### src/rtl/ahb_apb_pkg.sv
// Shared definitions for the AHB-to-APB bridge.
//   - HTRANS / HRESP encodings
//   - bridge FSM state enum
//   - helper that recognises a transfer-carrying HTRANS code
package ahb_apb_pkg;

  localparam logic [1:0] HTRANS_IDLE   = 2'b00;
  localparam logic [1:0] HTRANS_BUSY   = 2'b01;
  localparam logic [1:0] HTRANS_NONSEQ = 2'b10;
  localparam logic [1:0] HTRANS_SEQ    = 2'b11;

  localparam logic [1:0] HRESP_OKAY  = 2'b00;
  localparam logic [1:0] HRESP_ERROR = 2'b01;

  typedef enum logic [2:0] {
    ST_IDLE,
    ST_WLATCH,
    ST_SETUP,
    ST_ACCESS,
    ST_ERR1,
    ST_ERR2
  } state_e;

  // IDLE and BUSY carry no transfer; only NONSEQ and SEQ start an APB access.
  function automatic logic htrans_active(input logic [1:0] htrans);
    return (htrans == HTRANS_NONSEQ) || (htrans == HTRANS_SEQ);
  endfunction

endpackage

### src/rtl/ahb_apb_strb_gen.sv
// APB write-strobe generator.
//   hsize    : AHB transfer size (log2 of byte count)
//   addr_lsb : low address bits selecting the byte lane
//   strb     : one bit per byte lane of the data bus
// A lane is enabled when it lies in the same size-aligned block as the
// address, which for naturally aligned AHB transfers is exactly the set of
// addressed bytes.
module ahb_apb_strb_gen #(
  parameter int DATA_W = 32
) (
  input  logic [2:0]                  hsize,
  input  logic [$clog2(DATA_W/8)-1:0] addr_lsb,
  output logic [DATA_W/8-1:0]         strb
);

  localparam int NB = DATA_W / 8;

  always_comb begin
    strb = '0;
    for (int b = 0; b < NB; b++) begin
      strb[b] = ((b >> hsize) == (int'(addr_lsb) >> hsize));
    end
  end

endmodule

### src/rtl/ahb_apb_bridge_nslv.sv
// AHB-Lite to APB bridge with NUM_SLV APB slaves.
//   CLK / HRESET          : clock, asynchronous active-high reset
//   HADDR..HREADY_IN      : AHB slave-side request inputs (HBURST ignored)
//   HREADY_OUT/HRESP      : AHB response, decoded from the state register only
//   HRDATA                : registered read data
//   PADDR..PENABLE        : registered APB master outputs, PSEL one-hot
//   PRDATA/PREADY/PSLVERR : per-slave APB returns, slave i in slice i
module ahb_apb_bridge_nslv
  import ahb_apb_pkg::*;
#(
  parameter int ADDR_W  = 32,
  parameter int DATA_W  = 32,
  parameter int NUM_SLV = 4,
  parameter int SEL_LSB = 12,
  parameter int TIMEOUT = 0
) (
  input  logic                      CLK,
  input  logic                      HRESET,
  input  logic [ADDR_W-1:0]         HADDR,
  input  logic                      HWRITE,
  input  logic [1:0]                HTRANS,
  input  logic [2:0]                HSIZE,
  input  logic [2:0]                HBURST,
  input  logic [DATA_W-1:0]         HWDATA,
  input  logic                      HREADY_IN,
  output logic                      HREADY_OUT,
  output logic [DATA_W-1:0]         HRDATA,
  output logic [1:0]                HRESP,
  output logic [ADDR_W-1:0]         PADDR,
  output logic                      PWRITE,
  output logic [DATA_W-1:0]         PWDATA,
  output logic [DATA_W/8-1:0]       PSTRB,
  output logic [NUM_SLV-1:0]        PSEL,
  output logic                      PENABLE,
  input  logic [NUM_SLV*DATA_W-1:0] PRDATA,
  input  logic [NUM_SLV-1:0]        PREADY,
  input  logic [NUM_SLV-1:0]        PSLVERR
);

  localparam int         NB       = DATA_W / 8;
  localparam int         LSB_W    = $clog2(NB);
  localparam int         SEL_W    = (NUM_SLV > 1) ? $clog2(NUM_SLV) : 1;
  localparam int         CNT_W    = $clog2(TIMEOUT + 2);
  localparam logic [2:0] MAX_SIZE = 3'(LSB_W);

  state_e              state_q, state_d;
  logic [ADDR_W-1:0]   paddr_q, paddr_d;
  logic                pwrite_q, pwrite_d;
  logic [DATA_W-1:0]   pwdata_q, pwdata_d;
  logic [NB-1:0]       pstrb_q, pstrb_d;
  logic [NUM_SLV-1:0]  psel_q, psel_d;
  logic                penable_q, penable_d;
  logic [DATA_W-1:0]   hrdata_q, hrdata_d;
  logic [CNT_W-1:0]    wait_cnt_q, wait_cnt_d;

  logic                hready_out;
  logic [1:0]          hresp;
  logic                accept, req_bad, timeout_hit;
  logic                pready_sel, pslverr_sel;
  logic [DATA_W-1:0]   prdata_sel;
  logic [NB-1:0]       strb_new;
  logic [SEL_W-1:0]    req_idx, cur_idx;
  logic                unused_hburst;

  assign unused_hburst = ^HBURST;

  assign accept  = htrans_active(HTRANS) & HREADY_IN & hready_out;
  assign req_idx = HADDR[SEL_LSB +: SEL_W];
  assign req_bad = (32'(req_idx) >= NUM_SLV) || (HSIZE > MAX_SIZE);

  // Last ACCESS cycle before the counter would reach TIMEOUT.
  assign timeout_hit = (TIMEOUT > 0) &&
                       (wait_cnt_q == CNT_W'((TIMEOUT > 0) ? TIMEOUT - 1 : 0));

  ahb_apb_strb_gen #(.DATA_W(DATA_W)) u_strb_gen (
    .hsize    (HSIZE),
    .addr_lsb (HADDR[LSB_W-1:0]),
    .strb     (strb_new)
  );

  // The registered one-hot PSEL doubles as the return-path mux select.
  always_comb begin
    pready_sel  = 1'b0;
    pslverr_sel = 1'b0;
    prdata_sel  = '0;
    for (int i = 0; i < NUM_SLV; i++) begin
      if (psel_q[i]) begin
        pready_sel  |= PREADY[i];
        pslverr_sel |= PSLVERR[i];
        prdata_sel  |= PRDATA[i*DATA_W +: DATA_W];
      end
    end
  end

  // State register.
  // NOTE: flops use non-blocking assignments so every register samples
  // pre-edge values regardless of process evaluation order.
  always_ff @(posedge CLK or posedge HRESET) begin
    if (HRESET) state_q <= ST_IDLE;
    else        state_q <= state_d;
  end

  // Next-state logic.
  // NOTE: every always_comb output gets a default first so no path can leave
  // it unassigned and infer a latch.
  always_comb begin
    state_d = state_q;
    unique case (state_q)
      ST_IDLE, ST_ERR2: begin
        if (accept)      state_d = req_bad ? ST_ERR1 : (HWRITE ? ST_WLATCH : ST_SETUP);
        else             state_d = ST_IDLE;
      end
      ST_WLATCH:         state_d = ST_SETUP;
      ST_SETUP:          state_d = ST_ACCESS;
      ST_ACCESS: begin
        if (pready_sel)  state_d = pslverr_sel ? ST_ERR1 : ST_IDLE;
        else if (timeout_hit) state_d = ST_ERR1;
      end
      ST_ERR1:           state_d = ST_ERR2;
      default:           state_d = ST_IDLE;
    endcase
  end

  // AHB response decodes from the state register alone.
  always_comb begin
    hready_out = !(state_q inside {ST_WLATCH, ST_SETUP, ST_ACCESS, ST_ERR1});
    hresp      = (state_q inside {ST_ERR1, ST_ERR2}) ? HRESP_ERROR : HRESP_OKAY;
  end

  // Datapath next values.
  always_comb begin
    paddr_d  = paddr_q;
    pwrite_d = pwrite_q;
    pstrb_d  = pstrb_q;
    pwdata_d = pwdata_q;
    hrdata_d = hrdata_q;
    if (accept) begin
      paddr_d  = HADDR;
      pwrite_d = HWRITE;
      pstrb_d  = HWRITE ? strb_new : '0;
    end
    // Write data arrives in the AHB data phase, i.e. the WLATCH cycle.
    if (state_q == ST_WLATCH) pwdata_d = HWDATA;
    if (state_q == ST_ACCESS && pready_sel && !pslverr_sel) hrdata_d = prdata_sel;

    // PSEL follows the next state so it is already valid in the SETUP cycle.
    cur_idx = paddr_d[SEL_LSB +: SEL_W];
    psel_d  = '0;
    if (state_d inside {ST_SETUP, ST_ACCESS}) begin
      for (int i = 0; i < NUM_SLV; i++) psel_d[i] = (cur_idx == SEL_W'(i));
    end
    penable_d = (state_d == ST_ACCESS);

    // Cleared outside ACCESS, so it is zero on every ACCESS entry.
    wait_cnt_d = (state_q == ST_ACCESS && TIMEOUT > 0) ? wait_cnt_q + CNT_W'(1) : '0;
  end

  always_ff @(posedge CLK or posedge HRESET) begin
    if (HRESET) begin
      paddr_q    <= '0;
      pwrite_q   <= 1'b0;
      pwdata_q   <= '0;
      pstrb_q    <= '0;
      psel_q     <= '0;
      penable_q  <= 1'b0;
      hrdata_q   <= '0;
      wait_cnt_q <= '0;
    end else begin
      paddr_q    <= paddr_d;
      pwrite_q   <= pwrite_d;
      pwdata_q   <= pwdata_d;
      pstrb_q    <= pstrb_d;
      psel_q     <= psel_d;
      penable_q  <= penable_d;
      hrdata_q   <= hrdata_d;
      wait_cnt_q <= wait_cnt_d;
    end
  end

  assign HREADY_OUT = hready_out;
  assign HRESP      = hresp;
  assign HRDATA     = hrdata_q;
  assign PADDR      = paddr_q;
  assign PWRITE     = pwrite_q;
  assign PWDATA     = pwdata_q;
  assign PSTRB      = pstrb_q;
  assign PSEL       = psel_q;
  assign PENABLE    = penable_q;

endmodule

### config.mk
export PLATFORM = sky130hd
export DESIGN_NAME = ahb_apb_bridge_nslv
export DESIGN_NICKNAME = d
export VERILOG_FILES = /design/src/rtl/ahb_apb_pkg.sv /design/src/rtl/ahb_apb_strb_gen.sv /design/src/rtl/ahb_apb_bridge_nslv.sv
export SDC_FILE = /design/constraint.sdc
export NUM_CORES = 1
export LEC_CHECK = 0
export CAP_MARGIN = 20
export CORE_AREA = 2 2 125 127
export DETAILED_ROUTE_END_ITERATION = 16
export DIE_AREA = 0 0 127 129
export PLACE_DENSITY = 0.7
export SLEW_MARGIN = 20
export SYNTH_ARGS = -nofsm -noshare
export SYNTH_HDL_FRONTEND = slang
export SYNTH_SLANG_ARGS = --single-unit
### constraint.sdc
create_clock -name CLK -period 6.8 [get_ports CLK]
set_input_delay 0.68 -clock CLK [delete_from_list [all_inputs] [get_ports CLK]]
set_output_delay 0.68 -clock CLK [all_outputs]
set_load 0.03 [all_outputs]
==> results.md, run 1 <==
- Status: completed
- Clock slew at reported path FFs: 0.07 ns
- EDFF count, synth: 0
- Worst endpoint required time: 6.12 ns
- Fin. Hold Viols: 0
- Crit Path Max Fanout: 10
- Final antenna-violating net count: 0
- Worst Tran Pin Value: 0.728 ns
- Number of antenna violations at the first check in global routing: 1
- IO buf count: 315
- Drt drc: 0
- Clk_lat worst skew: 0.34 ns
- TritonCTS clock tree: built
- VDD IR max: 0.286 mV
- Sequential power share: 0.301
- Count of cell types in the netlist: 38
- Max-cap viol count: 0
- Internal power: 2.27 mW
- Die Ht: 129 um
- Number of DRC markers in iteration 0: 182
- Initial Util: 0.332
- I/O Pins: 321
- Top post-synthesis cells by count: nand2_1 (132), dfrtp_1 (109), a22oi_1 (66), mux2_2 (63), clkbuf_1 (15)
- Switch share: 0.409
- Logic pwr share: 0.545
- Hold endpoint: PADDR[16]
- Reg2reg path depth: 5
- Vias in the first global route: 4776
- Share of layout cells above drive strength 1: 0.125
- Final nets: 966
- Area Overhead vs Synth: 72.6%
- FFs w/ async S/R, synth: 1.00
- Clock Sinks: 109
- Drt total wl: 16600 um
- Pleak: 3.71 nW
- Syn Inst Count: 455
- Crit path time final: 2.76 ns
- Setup TNS: 0 ns
- Number of setup buffers added after CTS: 0
- Global-route wire length before repair: 25000 um
- Num rows: 45
- Setup ws final: 4.04 ns
- Root buf cell: clkbuf_16
- Skew final: 0.00585 ns
- Longest Clk Path Bufs: 2
- Netlist Area Pre-Place: 4980 sq um
- Synth warn: 0
- Hold Crit Depth: 2
- Final period util: 0.406
- Synthesized Nets: 667
- Synthesis-stage register bit count: 109
- Post-synth top area cell: dfrtp_1
- Max Fclk: 363 MHz
- Pre-Repair DR Iteration Count: 4
- Dpl ws: 3.99 ns
- RePlAce Congestion: 0.796
- Fill cells: 1280
- Reg2reg setup slack: 4.38 ns
- Clock Power Share: 0.154
- Total GRT Usage: 0.197
- Fraction of the yosys area taken by sequential cells: 0.548
- Hold Path Class: reg -> reg
- Critical Path Source Type: flip-flop
- Vias: 4584
- Vias per Instance: 4.84
- CTS hold repair buffers: 0
- Worst setup EP type: output pin
- Mean area per synthesized cell: 10.9 sq um
- Die area: 16400 sq um
- WL per Instance: 17.5 um
- Worst reg2reg endpoint: HRDATA[17]
- Total CTS buffers: 9
- Prevailing post-synth register cell: dfrtp_1
- Congestion Overflow GR: 0
- Die Width: 127 um
- Crit path arrival time: 2.08 ns
- Hold_sp: PADDR[16]
- P per Cell Area: 447 nW/um^2
- Core box area: 15000 sq um
- PostCTS Resize Cnt: 0
- Slew margin rel.: 0.514
- Critical Setup Path Class: reg -> out
- Final Slew Violations: 0
- Largest net degree at the start of global routing: 57
- Post-synth top area share: 0.548
- Final setup vio count: 0
- Unrepaired setup endpoints after global routing: no
- Net switching power: 1.57 mW
- Worst r2r src: PSEL[2]
- Synth top area cells: dfrtp_1 (55%), mux2_2 (14%), a22oi_1 (10%)
- HPWL after DPL: 12600 um
- H-tree Lvls: 3
- Most frequent cell after synthesis: nand2_1
- Inserted Diodes: 0
==> power groups by stage <==
stage	Sequential (mW)	Combinational [mW]	Clock, mW
2_1_floorplan	1.68	0.704	0
3_3_place_gp	1.15	2.08	0
3_5_place_dp	1.17	2.11	0
4_1_cts	1.16	2.12	0.607
5_1_grt	1.20	2.22	0.634
6_report	1.16	2.09	0.591
==> layer usage <==
metal | GRT usage | vias to the layer above | share of wire
met4 | 0.0705 | 2 | 0.019
li1 | - | 2183 | -
met5 | 0 | - | 0.00078
met1 | 0.227 | 2180 | 0.39
met2 | 0.343 | 193 | 0.50
met3 | 0.0644 | 26 | 0.089
==> critical path: stages (launching register included) <==
cell and delay (ns):
dfrtp_1 0.51, nor3_1 0.37, or2_2 0.17, clkdlybuf4s50_1 0.68
==> cell usage in the layout (no fill, tap or decap), types with 2 or more instances in the layout <==
cell type / count
dfrtp_1: 108
and3b_1: 2
nor3_1: 4
o21ai_0: 3
clkbuf_8: 3
inv_1: 5
mux2_1: 2
nor2_1: 5
nor3b_1: 3
buf_4: 7
mux2_2: 63
a22o_1: 2
nand3_1: 2
a22oi_1: 66
mux2i_1: 2
nand2_1: 132
clkbuf_16: 9
bufinv_16: 2
clkdlybuf4s50_1: 315
==> cell families (layout without fill, tap and decap cells) <==
logic type | count (synthesis) | in the layout | synth area share
compound gates | 83 | 83 | 0.127
buf+inv | 40 | 344 | 0.0412
xor+xnor | 1 | 1 | 0.00176
other cells | 1 | 1 | 0.000754
simple gates | 153 | 153 | 0.128
fa+ha+maj | 1 | 1 | 0.00201
mux | 67 | 67 | 0.151
flops | 109 | 109 | 0.548
==> stage by stage <==
stage / total power, mW / hold slack [ns] / cells / instance area, sq um / utilization
after floorplan: 2.38 / 0.642 / 455 / 4980 / -
after global placement: 3.23 / 0.461 / 931 / 8250 / 0.551
after detailed placement: 3.28 / 0.461 / 931 / 8250 / 0.551
after CTS: 3.88 / 0.480 / 947 / 8590 / 0.574
after global routing: 4.05 / 0.496 / 947 / 8590 / 0.574
final: 3.84 / 0.476 / 947 / 8590 / 0.574
==> flip-flops by register name (all words and copies together) (netlist names) <==
register,cells
HRDATA,32
PADDR,32
PENABLE,1
PSEL,4
PSTRB,4
PWDATA,32
PWRITE,1
state_q,3
==> layout make-up <==
| class | instances | area, sq um | area share |
|---|---|---|---|
| clock buffers | 12 | 267 | 0.0310 |
| repair buffers | 322 | 3210 | 0.373 |
| inverters | 6 | 25.0 | 0.00291 |
| flip-flops and latches | 109 | 2730 | 0.318 |
| multi-input cells | 306 | 2050 | 0.239 |
| clock inverters | 4 | 76.3 | 0.00888 |
| well taps | 188 | 235 | 0.0274 |
==> worst max path at each step <==
| stage | slack, ns | endpoint | start |
|---|---|---|---|
| 2_1_floorplan | 3.25 | HRDATA[0] | HRESET |
| 6_report | 4.04 | HREADY_OUT | state_q[1] |
| 5_1_grt | 3.93 | HREADY_OUT | state_q[2] |
| 3_3_place_gp | 4.04 | HRDATA[10] | PSEL[2] |
| 3_5_place_dp | 3.99 | HRDATA[23] | PSEL[2] |
| 4_1_cts | 3.73 | PSEL[2] | PSEL[2] |
Note: power is estimated with default switching activity, not from simulation.
==> run 2, diff against run 1 <==
Settings changed: CORE_AREA 2 2 125 127 to 2 2 123 125, DIE_AREA 0 0 127 129 to 0 0 125 127, PLACE_DENSITY 0.7 to 0.73.
Clock period 6.8 ns to 2.65 ns, I/O delays scaled along.
==> run 2 against run 1 <==
Against the previous run:
- non-clock buffer count increased by 3
- cell count is 0.11% lower
- core utilization increased by 2.2 points
- worst setup slack got worse by 3.7 ns
- clock power grew 130%
- clock skew rose by 0.0048 ns
- design area about the same
- register-to-register slack worse by 3.7 ns
- critical path depth did not move
- combinational power rose to 2.6 times the previous value
- largest power group unchanged
- highest routed layer is now met4
==> results.md, run 2 (synthesized netlist as in run 1, its figures left out) <==
- Status: completed
- Congestion Overflow GR: 0 (unchanged)
- Internal power: 5.64 mW (+150%)
- Net switching power: 4.08 mW (+160%)
- Max Fclk: 433 MHz
- Total GRT Usage: 0.207 (+0.0105)
- Max-cap viol count: 0 (unchanged)
- Worst reg2reg endpoint: PSTRB[0]
- Number of DRC markers in iteration 0: 154 (-15%)
- Switch share: 0.420 (+0.0112)
- Vias per Instance: 4.90 (+1.2%)
- IO buf count: 315 (unchanged)
- Setup TNS: 0 ns (unchanged)
- Largest net degree at the start of global routing: 48 (-16%)
- WL per Instance: 17.4 um (-0.51%)
- Final setup vio count: 0 (unchanged)
- Die Ht: 127 um (-1.6%)
- Area Overhead vs Synth: 72.7% (about the same)
- Clock Power Share: 0.137 (-0.017)
- Inserted Diodes: 0 (unchanged)
- Routed wl met3: 1740 um (+17%)
- Longest Clk Path Bufs: 2 (unchanged)
- Critical Setup Path Class: reg -> out
- Reg2reg setup slack: 0.70 ns (-3.68 ns)
- Die area: 15900 sq um (-3.1%)
- Number of setup buffers added after CTS: 0 (unchanged)
- M1 wire length: 6320 um (-2.9%)
- Crit path arrival time: 2.05 ns (-0.03 ns)
- Final nets: 969 (+0.31%)
- Fill cells: 1194 (-6.7%)
- Clock slew at reported path FFs: 0.08 ns (about the same)
- HPWL after DPL: 12600 um (about the same)
- Vias in the first global route: 4964 (+3.9%)
- Die Width: 125 um (-1.6%)
- VDD IR max: 0.632 mV (+120%)
- Final Slew Violations: 0 (unchanged)
- Worst endpoint required time: 2.38 ns (-3.74 ns)
- Hold Path Class: in -> async
- Most frequent cells in the layout: clkdlybuf4s50_1 (315), nand2_1 (132), dfrtp_1 (109)
- H-tree Lvls: 3 (unchanged)
- Share of layout cells above drive strength 1: 0.127 (+0.00213)
- Number of antenna violations at the first check in global routing: 0 (-1)
- Worst r2r src: state_q[1]
- Crit path time final: 2.31 ns
- Final period util: 0.872
- TritonCTS clock tree: built
- Logic pwr share: 0.566 (+0.021)
- CTS hold repair buffers: 0 (unchanged)
- Pleak: 3.71 nW (about the same)
- Critical Path End: HREADY_OUT
- Clk_lat worst skew: 0.35 ns (about the same)
- Slew margin rel.: 0.521 (+0.00621)
- Crit Path Max Fanout: 10 (unchanged)
- RePlAce Congestion: 0.835 (+4.9%)
- Clock Sinks: 109 (unchanged)
- Num rows: 44 (-2.2%)
- Sequential power share: 0.297 (-0.004)
- Worst hold slack: 0.374 ns (-0.102 ns)
- Drt drc: 0 (unchanged)
- I/O Pins: 321 (unchanged)
- Global-route wire length before repair: 26100 um (+4.6%)
- Drt total wl: 16500 um (-0.61%)
- Initial Util: 0.345 (+0.0127)
- Final antenna-violating net count: 0 (unchanged)
- Commonest non-fill, non-tap cell in the layout: clkdlybuf4s50_1
- Critical Path Source Type: flip-flop
- Worst Tran Pin Value: 0.718 ns (-0.0108 ns)
- Reg2reg path depth: 5 (unchanged)
- Pre-Repair DR Iteration Count: 4 (unchanged)
- DR WL met2: 8080 um (-2.3%)
- Vias: 4636 (+1.1%)
- Skew final: 0.0106 ns (+0.00477 ns)
- PostCTS Resize Cnt: 0 (unchanged)
- Core box area: 14400 sq um (-3.7%)
- P per Cell Area: 1130 nW/um^2 (+150%)
- Fin. Hold Viols: 0 (unchanged)
- Unrepaired setup endpoints after global routing: no
- Max Used Layer: met4
- Worst setup EP type: output pin
- Root buf cell: clkbuf_16
- Critical Path Start: state_q[1]
- Total CTS buffers: 9 (unchanged)
run 2: cell types whose count changed in the layout (fill, tap and decap cells not counted), sizes merged:
cell and change:
clkinvlp +2, clkinv +1, clkbuf -1, bufinv -2, buf +3
run 2: layout make-up:
cell class	instances	area [sq um]	area share
clock inverters	5	40.0	0.00466
repair buffers	325	3270	0.380
clock buffers	11	253	0.0294
well taps	184	230	0.0268
inverters	6	26.3	0.00306
flip-flops and latches	109	2730	0.317
multi-input cells	306	2050	0.239
run 2: worst min-delay path by stage:
stage	to	slack, ns	depth (start not counted)
after floorplan	PADDR[10]	0.37	2
after global placement	PADDR[10]	0.46	2
after detailed placement	PSTRB[1]	0.46	2
after CTS	PWDATA[8]	0.39	2
after global routing	PWDATA[9]	0.43	2
final	PWDATA[8]	0.37	2
run 2: per-stage QoR:
step | util | setup slack (ns) | total power, mW | cells | cell area [sq um]
after floorplan | - | 0.668 | 6.11 | 455 | 4980
after global placement | 0.576 | 0.591 | 8.33 | 930 | 8300
after detailed placement | 0.576 | 0.552 | 8.47 | 930 | 8300
after CTS | 0.596 | 0.304 | 9.82 | 946 | 8600
after global routing | 0.596 | 0.208 | 10.3 | 946 | 8600
final | 0.596 | 0.338 | 9.72 | 946 | 8600
run 2: worst max-delay path: stages, from the launching register on:
cell             delay, ns
dfrtp_1               0.51
nor3_1                0.36
or2_2                 0.17
clkdlybuf4s50_1       0.67
run 2: power by group through the flow:
stage	sequential (mW)	clock, mW	combinational [mW]
final	2.89	1.33	5.50
after CTS	2.90	1.36	5.56
after floorplan	4.30	0	1.81
after global placement	2.87	0	5.45
after detailed placement	2.92	0	5.55
after global routing	3.00	1.45	5.86
run 2: layer usage:
layer | vias to the layer above | global-route usage
met3 | 26 | 0.0750
met1 | 2197 | 0.234
met2 | 222 | 0.362
met5 | - | 0
met4 | 0 | 0.0752
li1 | 2191 | -
